$ cat src/rtl/mbn_pipe_top.sv
// Pipelined radix-4 Booth multiplier with carry-save result and valid/ready flow control.
// Optional macro MBN_CPA_EN adds a registered prod = sum1 + carry1 output.
module mbn_pipe_top #(
  parameter int WIDTH = 8,
  parameter int PIPE  = 2
) (
  input  logic               CLK,
  input  logic               RST,
  input  logic               in_valid,
  output logic               in_ready,
  input  logic               tc,
  input  logic [WIDTH-1:0]   mx1,
  input  logic [WIDTH-1:0]   my1,
  output logic               out_valid,
  input  logic               out_ready,
  output logic [2*WIDTH-1:0] sum1,
  output logic [2*WIDTH-1:0] carry1,
  output logic [WIDTH-1:0]   mx2,
  output logic [WIDTH-1:0]   my2,
  output logic               tc2
`ifdef MBN_CPA_EN
  ,
  output logic [2*WIDTH-1:0] prod
`endif
);

  localparam int PW = 2 * WIDTH;
  localparam int EW = WIDTH + 2;
  localparam int ND = EW / 2;

  // Digit i of the tc-extended multiplier times the tc-extended multiplicand, weighted 4^i.
  // Rows are carried at full product width, so sign extension is implicit modulo 2^PW.
  function automatic logic [PW-1:0] booth_pp(input logic [WIDTH-1:0] x,
                                             input logic [WIDTH-1:0] y,
                                             input logic             t,
                                             input int               i);
    logic [EW:0]   yp;
    logic [PW-1:0] xs;
    logic [2:0]    trip;
    logic [PW-1:0] pp;
    yp   = {{2{t & y[WIDTH-1]}}, y, 1'b0};
    xs   = t ? {{WIDTH{x[WIDTH-1]}}, x} : {{WIDTH{1'b0}}, x};
    trip = yp[2*i +: 3];
    case (trip)
      3'b001, 3'b010: pp = xs;
      3'b011:         pp = xs << 1;
      3'b100:         pp = -(xs << 1);
      3'b101, 3'b110: pp = -xs;
      default:        pp = '0;
    endcase
    return pp << (2 * i);
  endfunction

  logic             v_q [0:PIPE];
  logic [WIDTH-1:0] x_q [0:PIPE];
  logic [WIDTH-1:0] y_q [0:PIPE];
  logic             t_q [0:PIPE];
  logic [PW-1:0]    s_q [0:PIPE];
  logic [PW-1:0]    c_q [0:PIPE];
  logic [PW-1:0]    s_nxt [1:PIPE];
  logic [PW-1:0]    c_nxt [1:PIPE];
  logic             stall;

  assign stall    = v_q[PIPE] && !out_ready;
  assign in_ready = !stall;

  // Stage j folds recode rows [(j-1)*ND/PIPE, j*ND/PIPE) into the running carry-save pair.
  always_comb begin
    logic [PW-1:0] acc_s;
    logic [PW-1:0] acc_c;
    logic [PW-1:0] pp;
    logic [PW-1:0] maj;
    acc_s = '0;
    acc_c = '0;
    pp    = '0;
    maj   = '0;
    for (int j = 1; j <= PIPE; j++) begin
      acc_s = s_q[j-1];
      acc_c = c_q[j-1];
      for (int r = 0; r < ND; r++) begin
        if (r >= ((j - 1) * ND) / PIPE && r < (j * ND) / PIPE) begin
          pp    = booth_pp(x_q[j-1], y_q[j-1], t_q[j-1], r);
          maj   = (acc_s & acc_c) | (acc_s & pp) | (acc_c & pp);
          acc_s = acc_s ^ acc_c ^ pp;
          acc_c = maj << 1;
        end
      end
      s_nxt[j] = acc_s;
      c_nxt[j] = acc_c;
    end
  end

  // Stage 0 accumulators stay zero: they seed the first reduction stage.
  always_ff @(posedge CLK) begin
    if (!RST) begin
      for (int k = 0; k <= PIPE; k++) begin
        v_q[k] <= 1'b0;
        x_q[k] <= '0;
        y_q[k] <= '0;
        t_q[k] <= 1'b0;
        s_q[k] <= '0;
        c_q[k] <= '0;
      end
    end else if (!stall) begin
      v_q[0] <= in_valid;
      x_q[0] <= mx1;
      y_q[0] <= my1;
      t_q[0] <= tc;
      s_q[0] <= '0;
      c_q[0] <= '0;
      for (int k = 1; k <= PIPE; k++) begin
        v_q[k] <= v_q[k-1];
        x_q[k] <= x_q[k-1];
        y_q[k] <= y_q[k-1];
        t_q[k] <= t_q[k-1];
        s_q[k] <= s_nxt[k];
        c_q[k] <= c_nxt[k];
      end
    end
  end

`ifdef MBN_CPA_EN
  logic [PW-1:0] prod_q;

  always_ff @(posedge CLK) begin
    if (!RST) begin
      prod_q <= '0;
    end else if (!stall) begin
      prod_q <= s_nxt[PIPE] + c_nxt[PIPE];
    end
  end

  assign prod = prod_q;
`endif

  assign out_valid = v_q[PIPE];
  assign sum1      = s_q[PIPE];
  assign carry1    = c_q[PIPE];
  assign mx2       = x_q[PIPE];
  assign my2       = y_q[PIPE];
  assign tc2       = t_q[PIPE];

endmodule

$ cat config.mk
export PLATFORM = sky130hd
export DESIGN_NAME = mbn_pipe_top
export DESIGN_NICKNAME = d
export VERILOG_FILES = /design/src/rtl/mbn_pipe_top.sv
export SDC_FILE = /design/constraint.sdc
export NUM_CORES = 1
export LEC_CHECK = 0
export CELL_PAD_IN_SITES_DETAIL_PLACEMENT = 1
export CELL_PAD_IN_SITES_GLOBAL_PLACEMENT = 1
export CORE_ASPECT_RATIO = 0.6
export CORE_MARGIN = 4
export CORE_UTILIZATION = 42
export DETAILED_ROUTE_END_ITERATION = 12
export GPL_ROUTABILITY_DRIVEN = 0
export PLACE_DENSITY = 0.75
export SYNTH_ARGS = -nofsm -noshare
export SYNTH_HDL_FRONTEND = slang
export SYNTH_SLANG_ARGS = --single-unit
$ cat constraint.sdc
create_clock -name CLK -period 5.31 [get_ports CLK]
set_clock_uncertainty 0.2 [all_clocks]
set_input_delay 1.062 -clock CLK [delete_from_list [all_inputs] [get_ports CLK]]
set_output_delay 1.062 -clock CLK [all_outputs]
set_load 0.005 [all_outputs]
==> impl_metrics.prom, run 1 <==
# TYPE chip_impl_metric gauge
chip_impl_info{name="run_status",value="complete, no violations"} 1
chip_impl_metric{name="synth.lib_cells_used.distinct",unit=""} 66
chip_impl_metric{name="syn-mean-instance-area",unit="um^2"} 10.8
chip_impl_metric{name="synth_enable_flop_cells",unit=""} 109
chip_impl_metric{name="cts-hold-fix-buffers",unit=""} 0
chip_impl_metric{name="ys_seq_area_frac",unit=""} 0.455
chip_impl_metric{name="clk_transition_reported_paths",unit="ns"} 0.08
chip_impl_metric{name="place_hpwl",unit="um"} 12500
chip_impl_metric{name="rows",unit=""} 36
chip_impl_metric{name="fin_ws",unit="ns"} 0.718
chip_impl_metric{name="port-buffer-count",unit=""} 65
chip_impl_metric{name="detail-route-antenna-nets",unit=""} 0
chip_impl_metric{name="postSynth.asyncResetShare",unit=""} 0
chip_impl_metric{name="final_area",unit="um^2"} 7910
chip_impl_info{name="crit_path_end_kind",value="flop"} 1
chip_impl_metric{name="route.detailed.drc",unit=""} 0
chip_impl_metric{name="placeableCoreArea",unit="um^2"} 16500
chip_impl_metric{name="final.setup.tns",unit="ns"} 0
chip_impl_metric{name="max-slew-margin-rel",unit=""} 0.284
chip_impl_metric{name="die_width",unit="um"} 177
chip_impl_metric{name="antenna_cells_inserted",unit=""} 0
chip_impl_metric{name="drt_first_pass_iters",unit=""} 5
chip_impl_metric{name="overall_power_after_layout",unit="mW"} 2.38
chip_impl_info{name="synth_flop_cell",value="edfxtp_1"} 1
chip_impl_metric{name="grt_pass1_vias",unit=""} 5140
chip_impl_metric{name="grt_pass1_wl",unit="um"} 28800
chip_impl_metric{name="count_of_warnings_emitted_by_yosys",unit=""} 0
chip_impl_metric{name="finalHoldViolations",unit=""} 0
chip_impl_metric{name="detail_route.iter0.violations",unit=""} 478
chip_impl_metric{name="antenna_violations_before_repair",unit=""} 0
chip_impl_info{name="grt_setup_unrepaired",value="false"} 1
chip_impl_metric{name="h-tree-depth",unit=""} 3
chip_impl_info{name="commonest_non_fill_non_tap_cell_in_the_layout",value="edfxtp_1"} 1
chip_impl_info{name="most-common-layout-cells",value="edfxtp_1, and3_1, clkdlybuf4s50_1, nor2_1, nand2_1"} 1
chip_impl_metric{name="met2_routed_wirelength",unit="um"} 7940
chip_impl_metric{name="timing.final.crit_period",unit="ns"} 4.59
chip_impl_info{name="crit_path_start_kind",value="flop"} 1
chip_impl_metric{name="postSynthRegisterBits",unit=""} 109
chip_impl_metric{name="placed_cells_incl_taps",unit=""} 867
chip_impl_metric{name="die_y",unit="um"} 109
chip_impl_metric{name="power.ir.vdd_worst",unit="mV"} 0.183
chip_impl_metric{name="grt_util_all_layers",unit=""} 0.191
chip_impl_info{name="top_signal_layer_used",value="met4"} 1
chip_impl_metric{name="place_worst_setup_slack",unit="ns"} 0.766
chip_impl_metric{name="clock_tree.buffer_depth",unit=""} 2
chip_impl_metric{name="effective_utilization_at_floorplan",unit=""} 0.436
chip_impl_metric{name="fp.dieArea",unit="um^2"} 19400
chip_impl_metric{name="hold-worst-slack",unit="ns"} 0.363
chip_impl_metric{name="min_period_over_period",unit=""} 0.865
chip_impl_metric{name="cap_viol_max_count",unit=""} 0
chip_impl_metric{name="cts.sinks",unit=""} 109
chip_impl_metric{name="route.vias.total",unit=""} 4965
chip_impl_info{name="hold_path_class",value="reg2reg"} 1
chip_impl_metric{name="wl_per_cell",unit="um"} 20.2
chip_impl_metric{name="tightest_slew",unit="ns"} 1.07
chip_impl_metric{name="cts_setup_buffers",unit=""} 0
chip_impl_metric{name="finalSetupViolations",unit=""} 0
chip_impl_metric{name="drt_wl_total",unit="um"} 17900
chip_impl_metric{name="achievable-frequency",unit="GHz"} 0.218
chip_impl_metric{name="fillCellCount",unit=""} 1789
chip_impl_info{name="tritoncts",value="yes"} 1
chip_impl_metric{name="detailed_place.area",unit="um^2"} 7590
chip_impl_info{name="cts.root.buffer_cell",value="clkbuf_16"} 1
chip_impl_metric{name="cellPowerDensity",unit="nW/um^2"} 301
chip_impl_metric{name="maximum_number_of_pins_on_one_net_before_global_route_repair",unit=""} 110
chip_impl_metric{name="netlist_area",unit="um^2"} 7200
chip_impl_metric{name="drive_above_1_share",unit=""} 0.0626
chip_impl_metric{name="nets",unit=""} 719
chip_impl_metric{name="boundaryPins",unit=""} 72
chip_impl_metric{name="clk_latency",unit="ns"} 0.36
chip_impl_metric{name="total_leakage_power",unit="nW"} 3.30
chip_impl_metric{name="critical_path_required",unit="ns"} 5.29
chip_impl_metric{name="timing_max_transition_violations_final",unit=""} 0
chip_impl_metric{name="final_core_util",unit=""} 0.479
chip_impl_metric{name="syn-instance-count",unit=""} 666
chip_impl_metric{name="wire_length_on_met3",unit="um"} 1270
chip_impl_metric{name="cts-buffers-inserted",unit=""} 9
chip_impl_metric{name="wire_length_on_met1",unit="um"} 8470
chip_impl_metric{name="fin_cells",unit=""} 883
chip_impl_info{name="setup.worst_path.class",value="reg2reg"} 1
chip_impl_metric{name="area.growth.synth_to_final",unit="%"} 9.87
chip_impl_metric{name="globalRouteOverflowTotal",unit=""} 0
chip_impl_metric{name="worst-path-max-fanout",unit=""} 7
chip_impl_metric{name="vias_per_cell",unit=""} 5.62
chip_impl_metric{name="worst-endpoint-arrival",unit="ns"} 4.58
chip_impl_metric{name="post_cts_resize_count",unit=""} 0
## critical path, cell delays in order, from the launching register on
cell and delay (ns):
edfxtp_1 0.50, inv_1 0.16, ha_1 0.32, or3b_1 0.52, o21a_1 0.24, nand2_1 0.09
o21ai_0 0.10, mux2i_1 0.16, o21a_1 0.23, fa_1 0.47, fa_1 0.45, xnor2_1 0.20
xnor2_1 0.12, xnor2_1 0.21, xnor3_1 0.33, nor2_1 0.12
## area by class of cell
cell class	count	area (um^2)	area share
flip-flops and latches	109	3270	0.414
multi-input cells	429	3220	0.407
repair buffers	71	703	0.0889
well taps	228	285	0.0361
clock buffers	9	225	0.0285
inverters	30	113	0.0142
clock inverters	7	91.3	0.0115
## worst paths after layout
path,start,end,slack [ns],cells past startpoint
max,x_q[0][9],s_q[0][47],0.72,15
min,s_q[0][18],s_q[0][34],0.36,1
max reg2reg,x_q[0][9],s_q[0][47],0.72,15
min reg2reg,s_q[0][18],s_q[0][34],0.36,1
## Yosys cell counts, types with 7 or more instances
master,count,area (um^2)
buf_2,8,40.0
clkbuf_1,39,146
a22oi_1,8,60.1
o211ai_1,7,52.6
xnor2_1,23,201
ha_1,21,263
a21oi_1,12,60.1
buf_4,48,360
nor2b_1,9,56.3
o21ai_0,16,80.1
a221oi_1,12,105
edfxtp_1,109,3270
nand3_1,7,35.0
and3_1,83,519
nor2_1,51,191
nand2_1,48,180
inv_1,29,109
xor2_1,9,78.8
fa_1,27,541
## per-layer routing
metal  up-vias  track usage
met3        19       0.0371
met5         -            0
met2       197        0.288
met1      2453        0.288
met4         0       0.0408
li1       2296            -
## cell families (layout without fill, tap and decap cells)
| logic type | count (synthesis) | count (layout) | share of synthesized area |
|---|---|---|---|
| buffers and inverters | 133 | 117 | 0.101 |
| AND/OR/NAND/NOR | 231 | 231 | 0.172 |
| adder cells (fa/ha/maj) | 48 | 48 | 0.112 |
| multiplexers | 7 | 7 | 0.0103 |
| XOR/XNOR | 34 | 34 | 0.0443 |
| AO/OA/AOI/OAI | 103 | 103 | 0.105 |
| other | 1 | 6 | 0.000521 |
| flip-flops | 109 | 109 | 0.455 |
## report_power, final
part / switching, mW / internal (mW)
logic: 0.285 / 0.261
registers: 0.0748 / 1.03
clock network: 0.345 / 0.378
total: 0.705 / 1.67
## sequential cells by signal, summed over array words and instances, names as in the netlist
signal  flops
s_q        32
x_q        24
y_q        24
c_q        23
t_q         3
v_q         3
No activity file was read; power rests on OpenSTA's default activity.
==> run 2: changes to the inputs <==
--- a/config.mk
+++ b/config.mk
@@ -10,6 +10,7 @@
 export CORE_ASPECT_RATIO = 0.6
 export CORE_MARGIN = 4
 export CORE_UTILIZATION = 42
+export CTS_BUF_LIST = sky130_fd_sc_hd__clkbuf_4 sky130_fd_sc_hd__clkbuf_8 sky130_fd_sc_hd__clkbuf_16
 export DETAILED_ROUTE_END_ITERATION = 12
 export GPL_ROUTABILITY_DRIVEN = 0
 export PLACE_DENSITY = 0.75
==> results of run 2 <==
The final DEF is identical to that of run 1; final timing and power are the same.
==> run 3: changes to the inputs <==
--- a/config.mk
+++ b/config.mk
@@ -8,7 +8,7 @@
 export CELL_PAD_IN_SITES_DETAIL_PLACEMENT = 1
 export CELL_PAD_IN_SITES_GLOBAL_PLACEMENT = 1
 export CORE_ASPECT_RATIO = 0.6
-export CORE_MARGIN = 4
+export CORE_MARGIN = 2
 export CORE_UTILIZATION = 42
 export CTS_BUF_LIST = sky130_fd_sc_hd__clkbuf_4 sky130_fd_sc_hd__clkbuf_8 sky130_fd_sc_hd__clkbuf_16
 export DETAILED_ROUTE_END_ITERATION = 12
==> run 3 against run 2 <==
Effect of this change:
- via count is 1.7% higher
- wire length is 1.1% higher
- utilization shrank 1.3 points
- count of clock-buffer cells in the layout stayed put
- clock power decreased by 2%
- fmax down 1.8%
- sequential share of layout area rose by 0.11 points
- hold slack worse by 0.0038 ns
- power down 0.76%
- combinational power fell by 1%
==> impl_metrics.prom, run 3 (synthesis gave the netlist of run 1 again) <==
# TYPE chip_impl_metric gauge
chip_impl_info{name="run_status",value="complete, no violations"} 1
chip_impl_metric{name="cap_viol_max_count",unit=""} 0
chip_impl_info{name="top_register",value="s_q"} 1
chip_impl_metric{name="rows",unit=""} 37
chip_impl_metric{name="detailed_place.area",unit="um^2"} 7590
chip_impl_metric{name="post_cts_resize_count",unit=""} 0
chip_impl_info{name="crit_path_start_kind",value="flop"} 1
chip_impl_metric{name="h-tree-depth",unit=""} 3
chip_impl_metric{name="timing.final.crit_period",unit="ns"} 4.68
chip_impl_metric{name="fin_cells",unit=""} 888
chip_impl_metric{name="total_leakage_power",unit="nW"} 3.29
chip_impl_info{name="critical_path.cell_chain",value="inv_1, ha_1, or3b_1, o21a_1, nand2_1, o21ai_0, mux2i_1, o21a_1, fa_1, fa_1, xnor2_1, xnor2_1, xnor2_1, xnor3_1, nor2_1"} 1
chip_impl_info{name="crit_path_end_kind",value="flop"} 1
chip_impl_metric{name="drt_wl_total",unit="um"} 18100
chip_impl_metric{name="placeableCoreArea",unit="um^2"} 16900
chip_impl_metric{name="final_area",unit="um^2"} 7890
chip_impl_metric{name="clk_transition_reported_paths",unit="ns"} 0.08
chip_impl_metric{name="grt_use_met2",unit=""} 0.309
chip_impl_info{name="grt_setup_unrepaired",value="false"} 1
chip_impl_metric{name="gr-usage-met3",unit=""} 0.0418
chip_impl_metric{name="route.detailed.drc",unit=""} 0
chip_impl_metric{name="finalSetupViolations",unit=""} 0
chip_impl_metric{name="gr-usage-met1",unit=""} 0.303
chip_impl_metric{name="maximum_number_of_pins_on_one_net_before_global_route_repair",unit=""} 110
chip_impl_metric{name="critical_path_required",unit="ns"} 5.31
chip_impl_metric{name="grt_util_all_layers",unit=""} 0.207
chip_impl_metric{name="clk_latency",unit="ns"} 0.37
chip_impl_metric{name="boundaryPins",unit=""} 72
chip_impl_metric{name="worst-endpoint-arrival",unit="ns"} 4.67
chip_impl_metric{name="timing_max_transition_violations_final",unit=""} 0
chip_impl_info{name="crit_family",value="adder cells"} 1
chip_impl_info{name="most-common-layout-cells",value="edfxtp_1, and3_1, clkdlybuf4s50_1, nor2_1, nand2_1"} 1
chip_impl_info{name="commonest_non_fill_non_tap_cell_in_the_layout",value="edfxtp_1"} 1
chip_impl_metric{name="placed_cells_incl_taps",unit=""} 872
chip_impl_metric{name="wl_per_cell",unit="um"} 20.4
chip_impl_metric{name="fp.dieArea",unit="um^2"} 18200
chip_impl_metric{name="flip_flop_count_of_the_largest_register_all_copies_and_words_added",unit=""} 32
chip_impl_metric{name="worst-path-max-fanout",unit=""} 7
chip_impl_metric{name="vias_per_cell",unit=""} 5.68
chip_impl_metric{name="die_y",unit="um"} 105
chip_impl_metric{name="globalRouteOverflowTotal",unit=""} 0
chip_impl_metric{name="cts-buffers-inserted",unit=""} 9
chip_impl_metric{name="critical-path-max-stage-delay",unit="ns"} 0.53
chip_impl_metric{name="die_width",unit="um"} 173
chip_impl_metric{name="port-buffer-count",unit=""} 65
chip_impl_info{name="timing.critical_path.mode_cell",value="xnor2_1"} 1
chip_impl_metric{name="cts.sinks",unit=""} 109
chip_impl_info{name="setup.worst_path.class",value="reg2reg"} 1
chip_impl_metric{name="achievable-frequency",unit="GHz"} 0.214
chip_impl_metric{name="worstPathBufferInverterCount",unit=""} 1
chip_impl_info{name="tritoncts",value="yes"} 1
chip_impl_metric{name="drt_first_pass_iters",unit=""} 5
chip_impl_metric{name="place_hpwl",unit="um"} 12500
chip_impl_metric{name="final.setup.tns",unit="ns"} 0
chip_impl_metric{name="detail_route.iter0.violations",unit=""} 445
chip_impl_info{name="cts.root.buffer_cell",value="clkbuf_16"} 1
chip_impl_metric{name="r2r_slack",unit="ns"} 0.63
chip_impl_metric{name="min_period_over_period",unit=""} 0.881
chip_impl_metric{name="effective_utilization_at_floorplan",unit=""} 0.425
chip_impl_info{name="hold_path_class",value="reg2reg"} 1
chip_impl_metric{name="finalHoldViolations",unit=""} 0
chip_impl_metric{name="route.vias.total",unit=""} 5048
chip_impl_metric{name="drive_above_1_share",unit=""} 0.0596
chip_impl_info{name="regs_by_ff_count",value="s_q (32), x_q (24), y_q (24)"} 1
chip_impl_metric{name="antenna_violations_before_repair",unit=""} 1
chip_impl_info{name="globalRoute.busiestLayer",value="met2"} 1
chip_impl_metric{name="detail-route-antenna-nets",unit=""} 0
chip_impl_metric{name="grt_pass1_wl",unit="um"} 29300
chip_impl_metric{name="cts_setup_buffers",unit=""} 0
chip_impl_metric{name="cellPowerDensity",unit="nW/um^2"} 299
chip_impl_metric{name="grt_pass1_vias",unit=""} 5199
chip_impl_metric{name="antenna_cells_inserted",unit=""} 0
chip_impl_metric{name="nets",unit=""} 718
chip_impl_metric{name="power.ir.vdd_worst",unit="mV"} 0.129
chip_impl_metric{name="tightest_slew",unit="ns"} 1.07
chip_impl_metric{name="area.growth.synth_to_final",unit="%"} 9.57
chip_impl_metric{name="max-slew-margin-rel",unit=""} 0.284
chip_impl_metric{name="cts-hold-fix-buffers",unit=""} 0
chip_impl_info{name="cpMaxStageDelayCell",value="or3b_1"} 1
chip_impl_metric{name="clock_tree.buffer_depth",unit=""} 2
[run 3: cell types whose count changed in the layout (fill, tap and decap cells not counted), sizes merged]
cell      previous run  this run
clkinvlp             1         0
buf                  7         6
clkinv               3         4
[run 3: final timing paths]
check,from,to,depth (start not counted)
min,s_q[0][18],s_q[0][34],1
max reg2reg,x_q[0][9],s_q[0][47],15
min reg2reg,s_q[0][18],s_q[0][34],1
max,x_q[0][9],s_q[0][47],15
[run 3: worst register-to-register path, stage by stage, from the launching register on]
cell and delay [ns]:
edfxtp_1 0.50, inv_1 0.17, ha_1 0.33, or3b_1 0.53
o21a_1 0.25, nand2_1 0.10, o21ai_0 0.13, mux2i_1 0.20
o21a_1 0.24, fa_1 0.47, fa_1 0.44, xnor2_1 0.19
xnor2_1 0.16, xnor2_1 0.16, xnor3_1 0.33, nor2_1 0.10
[run 3: final cells by class]
type	count	area [um^2]
clock buffer	9	225
clock inverter	7	70.1
fill	1869	9050
inverter	30	113
multi-input combinational	429	3220
sequential	109	3270
tap	234	293
timing repair buffer	70	696
[run 3: through the flow]
step | util | worst slack (ns) | hold slack, ns | total power [mW]
3_5_place_dp | 0.448 | 0.739 | 0.345 | 1.67
3_3_place_gp | 0.448 | 0.961 | 0.337 | 1.64
6_report | 0.466 | 0.632 | 0.359 | 2.36
4_1_cts | 0.466 | 0.690 | 0.364 | 2.38
5_1_grt | 0.466 | 0.374 | 0.384 | 2.47
2_1_floorplan | - | 0.168 | 0.328 | 1.51
[run 3: power breakdown]
part           switching, mW  total [mW]  internal [mW]
logic                  0.281       0.540          0.259
clock network          0.341       0.709          0.369
registers             0.0767        1.11           1.03
total                  0.698        2.36           1.66
[run 3: metal layers]
layer  share of wire  vias to the layer above
met3           0.065                       38
met2            0.44                      205
met1            0.47                     2516
met4           0.021                        0
met5               0                        -
li1                -                     2289
